**src/rtl/prog_ram_loader_64b.sv**
```systemverilog
// Writable 64-byte program store with a valid/ready byte loader in front of the CPU fetch path.
// The CPU is held in halt while loading and reads the store combinationally, like the ROM it replaces.
module prog_ram_loader_64b #(
  parameter int DEPTH  = 64,
  parameter int ADDR_W = 6,
  parameter int DATA_W = 8
) (
  input  logic              clk,
  input  logic              rst_n,
  input  logic              load_req,
  input  logic              ld_valid,
  input  logic [DATA_W-1:0] ld_data,
  input  logic              ld_last,
  output logic              ld_ready,
  input  logic [ADDR_W-1:0] address,
  output logic [DATA_W-1:0] data_out,
  output logic              cpu_halt,
  output logic              load_done,
  output logic [ADDR_W:0]   byte_count
);

  typedef enum logic [1:0] {
    IDLE,
    LOADING,
    RUN
  } state_t;

  state_t            state, state_nxt;
  logic [DATA_W-1:0] mem [DEPTH];
  logic [ADDR_W:0]   wr_ptr;
  logic              xfer;
  logic              last_xfer;
  logic              clear_ptr;

  assign ld_ready  = (state == LOADING);
  assign cpu_halt  = (state != RUN);
  assign load_done = (state == RUN);
  assign xfer      = ld_valid & ld_ready;
  // The DEPTH-th byte ends the load even without ld_last, so wr_ptr can never wrap.
  assign last_xfer = xfer & (ld_last | (wr_ptr == (ADDR_W+1)'(DEPTH - 1)));

  // NOTE: every signal written here gets a default first so no latch is inferred.
  always_comb begin
    state_nxt = state;
    clear_ptr = 1'b0;
    case (state)
      IDLE: begin
        if (load_req) begin
          state_nxt = LOADING;
          clear_ptr = 1'b1;
        end else begin
          state_nxt = RUN;
        end
      end
      LOADING: begin
        if (last_xfer) state_nxt = RUN;
      end
      RUN: begin
        if (load_req) begin
          state_nxt = LOADING;
          clear_ptr = 1'b1;
        end
      end
      default: state_nxt = IDLE;
    endcase
  end

  // NOTE: sequential state uses non-blocking assignments so all flops update from pre-edge values.
  always_ff @(posedge clk or negedge rst_n) begin
    if (!rst_n) state <= IDLE;
    else        state <= state_nxt;
  end

  always_ff @(posedge clk or negedge rst_n) begin
    if (!rst_n)         wr_ptr <= '0;
    else if (clear_ptr) wr_ptr <= '0;
    else if (xfer)      wr_ptr <= wr_ptr + 1'b1;
  end

  // NOTE: the store is a flop array, not an SRAM macro, so it can take the async reset to NOP.
  always_ff @(posedge clk or negedge rst_n) begin
    if (!rst_n) begin
      for (int i = 0; i < DEPTH; i++) mem[i] <= '0;
    end else if (xfer) begin
      mem[wr_ptr[ADDR_W-1:0]] <= ld_data;
    end
  end

  assign byte_count = wr_ptr;
  assign data_out   = mem[address];

endmodule

```
**config.mk**
```make
export PLATFORM = sky130hd
export DESIGN_NAME = prog_ram_loader_64b
export DESIGN_NICKNAME = d
export VERILOG_FILES = /design/src/rtl/prog_ram_loader_64b.sv
export SDC_FILE = /design/constraint.sdc
export NUM_CORES = 1
export LEC_CHECK = 0
export CELL_PAD_IN_SITES_DETAIL_PLACEMENT = 1
export CELL_PAD_IN_SITES_GLOBAL_PLACEMENT = 2
export CORE_MARGIN = 2
export CORE_UTILIZATION = 39
export DETAILED_ROUTE_END_ITERATION = 7
export PLACE_DENSITY_LB_ADDON = 0.1
export SLEW_MARGIN = 20
export SYNTH_ARGS = -nofsm -noshare
export SYNTH_HDL_FRONTEND = slang
export SYNTH_SLANG_ARGS = --single-unit
export TNS_END_PERCENT = 100
```
**constraint.sdc**
```tcl
create_clock -name clk -period 2.6 [get_ports clk]
set_input_delay 0.52 -clock clk [delete_from_list [all_inputs] [get_ports clk]]
set_output_delay 0.52 -clock clk [all_outputs]
set_load 0.005 [all_outputs]
```
==> out/results.tsv <==
stage	metric	value	unit
run_status	status	finished, violations left	
run_status	failing checks	setup timing	
route	router iterations before antenna repair	7	
synthesis	post-synthesis cell area	24100	sq um
synthesis	asr flop ratio synth	100	%
synthesis	Synth Area in XOR/XNOR	0.0727	%
clock_network	CTS sink count	521	
sta	fin worst setup slack	-674	ps
hold_path	worst min path class	in -> reg	
clock_network	CTS root buf	clkbuf_16	
layout	layout cell share with drive strength beyond 1	58.0	%
pwr	Flop pwr share	45.9	%
route	Antenna Nets Post-Route	0	
sta	final slew viol count	0	
global_routing	first-pass GRT wire length	105000	um
sta	Tmin final	3270	ps
route	Detailed Route WL	68000	um
synthesis	Post-Synth Simple-Gate Area	3.59	%
clock_network	CTS Buf Count	58	
synthesis	Post-Syn Instances	1550	
synthesis	Post-synth EDFFs	0	
synthesis	syn_nets	1570	
floorplanning	die width	253	um
placed_design	port bufs	36	
route	Initial DRC Count	728	
synthesis	Mean Syn Cell Area	15.5	sq um
sta	Highest Clock Rate	0.305	GHz
synthesis	#FFs+latches synth	521	
clock_network	CTS H-tree depth	2	
pwr	Power per Cell Area	643	nW/um^2
synthesis	largest family of logic cells by synthesized area	multiplexers	
layout	P&R area growth vs syn	21.5	%
synthesis	yosys warns	0	
sta	Slew @ Worst Pin	868	ps
worst_setup_path	Critical Path RT	2080	ps
worst_setup_path	Critical Path Sink Type	output port	
floorplanning	Initial Util	39.3	%
clock_network	clk_lat worst skew	620	ps
sta	Setup violations, final	8	
synthesis	mux cell area share after synthesis	37.2	%
placed_design	HPWL Detailed	45500	um
run	max_cap viols	0	
pwr	P_sw	4.46	mW
sta	slew margin rel.	42.1	%
clock_network	CTS tree	done	
sta	setup_tns	-4450	ps
worst_setup_path	Arr. time, crit path	2750	ps
worst_setup_path	WS Path Type	reg -> out	
route	Avg Vias per Cell	5.54	
global_routing	initial antenna violation count	0	
floorplanning	I/O Pins	37	
sta	RSZ-0062 raised after global routing	true	
pwr	Sw Ratio	23.7	%
placed_design	GP Congestion	0.772	
placed_design	Place WS	-1280	ps
global_routing	total track usage	22.2	%
global_routing	grt ovf	0	
clock_network	clk buf depth	3	
placed_design	placed cells	2474	
clock_network	clock transition at the registers of the reported paths	60	ps
sta	Hold Fails Final Rpt	0	
worst_setup_path	CP max FO	2	
synthesis	library cells used by synthesis	57	
synthesis	Synth Area in Compound Gates	2.33	%
pwr	Static Leak	14.0	nW
pwr	Gate power share	9.4	%
route	Avg WL per Cell	26.4	um
layout	final instance area	29300	sq um
global_routing	vias in the first global route	15967	
sta	worst clock skew	16.2	ps
layout	Final nets	1764	
layout	ANT cells	0	
pwr	Internal Dissipation	14.4	mW
pwr	Tot Pwr	18.8	mW
placed_design	Placed Area	27200	sq um
synthesis	adder-cell share of the synthesized area	0.0519	%
route	Residual DRC	0	
floorplanning	Die Height	253	um
floorplanning	standard-cell row count	91	
worst_setup_path	crit path launch type	flop	
pwr	worst vdd ir	463	uV
synthesis	dominant synthesized flop cell	dfrtp_1	
sta	Final period util	126	%
global_routing	pin count of the biggest net entering global routing	105	
floorplanning	die area	63800	sq um
route	via count	14274	
layout	Finished Layout Cells	2577	
layout	FILL cells	5895	
floorplanning	Core Region	61400	sq um
synthesis	sequential fraction of the synthesis area	54.1	%
pwr	clock network fraction of total power	44.6	%
area by class of cell:
cell class | instances | area [sq um] | area share (%)
well taps | 790 | 988 | 3.38
clock buffers | 89 | 1750 | 5.99
multi-input cells | 902 | 10500 | 36.0
repair buffers | 257 | 2730 | 9.32
inverters | 4 | 15.0 | 0.0513
flip-flops and latches | 521 | 13000 | 44.5
clock inverters | 14 | 198 | 0.675
state kept, by name, summed over array words and instances, names as in the netlist:
signal / cells
byte_count: 7
mem: 512
state: 2
cells in the mapped netlist, types with 6 or more instances:
cell type	instances	area, sq um
a21oi_1	10	50.1
nand2_1	55	206
mux2_2	521	5870
buf_6	6	67.6
o221ai_1	8	70.1
dfrtp_1	521	13000
nand3b_1	7	52.6
mux2i_1	20	200
nor2b_1	9	56.3
buf_2	27	135
a211oi_1	7	52.6
o21ai_0	10	50.1
nor2_1	11	41.3
mux4_2	124	2790
o211ai_1	9	67.6
or2_2	6	37.5
clkbuf_1	65	244
nor2_2	25	156
o22ai_1	11	68.8
nor2_4	7	78.8
buf_1	10	37.5
buf_4	10	75.1
critical path, stage by stage (launching register included):
cell       delay [ps]
dfrtp_1           380
mux4_2            530
mux4_2            580
o2111ai_4         300
o311ai_4          180
buf_2             170
final timing paths:
kind / start / endpoint / slack (ps) / cells after the start
worst max-delay path: mem[68]$_DFFE_PN0P_ / data_out[4] / -670 / 5
worst min-delay path: ld_data[4] / mem[436]$_DFFE_PN0P_ / 270 / 2
worst max register to register: byte_count[5]$_DFFE_PN0P_ / mem[249]$_DFFE_PN0P_ / 430 / 5
worst min register to register: mem[349]$_DFFE_PN0P_ / mem[349]$_DFFE_PN0P_ / 500 / 1
max in group asynchronous: rst_n / mem[392]$_DFFE_PN0P_ / 1290 / 3
min in group asynchronous: rst_n / mem[51]$_DFFE_PN0P_ / 400 / 2
repair_timing:
action | 4_1_cts | 5_1_grt
hold buffers | 1 | 0
gates resized for setup | 61 | 8
endpoints found under the hold margin | 21 | 0
endpoints found under the setup margin | 8 | 8
setup buffers | 0 | 1
pin swaps | 16 | 11
routing by layer:
layer / track usage [%] / part of all wire, % / vias to the layer above
met4: 5.95 / 2.3 / 0
met5: 0 / 0 / -
met3: 3.18 / 3.3 / 79
met1: 32.1 / 47 / 7818
met2: 35.0 / 47 / 197
li1: - / - / 6180
power by group through the flow:
| stage | combinational (mW) | clock, mW | sequential [mW] |
|---|---|---|---|
| 5_1_grt | 1.92 | 8.98 | 8.69 |
| 4_1_cts | 1.80 | 8.67 | 8.64 |
| 3_5_place_dp | 1.78 | 0 | 8.78 |
| 2_1_floorplan | 0.973 | 0 | 8.67 |
| 6_report | 1.77 | 8.40 | 8.65 |
| 3_3_place_gp | 1.76 | 0 | 8.77 |
cell families (layout without fill, tap and decap cells):
family | count (synthesis) | count (layout)
buf+inv | 127 | 364
mux | 669 | 669
fa+ha+maj | 1 | 1
simple gates | 152 | 152
compound gates | 78 | 78
flops | 521 | 521
xor+xnor | 2 | 2
per-stage QoR:
| stage | util [%] | hold WS (ps) |
|---|---|---|
| after floorplan | - | 224 |
| after global placement | 44.3 | 441 |
| after detailed placement | 44.3 | 439 |
| after CTS | 47.6 | 227 |
| after global routing | 47.7 | 263 |
| final | 47.7 | 266 |
cell usage in the layout, fill, tap and decap left out, types with 12 or more instances in the layout:
master | netlist | final
buf_12 | 0 | 60
buf_2 | 27 | 16
buf_4 | 10 | 155
clkbuf_1 | 65 | 16
clkbuf_16 | 0 | 61
clkbuf_8 | 0 | 12
clkdlybuf4s50_1 | 0 | 16
dfrtp_1 | 521 | 521
mux2_2 | 521 | 521
mux2i_1 | 20 | 19
mux4_2 | 124 | 126
nand2_1 | 55 | 55
nor2_2 | 25 | 25
Note: power is estimated with default switching activity, not from simulation.
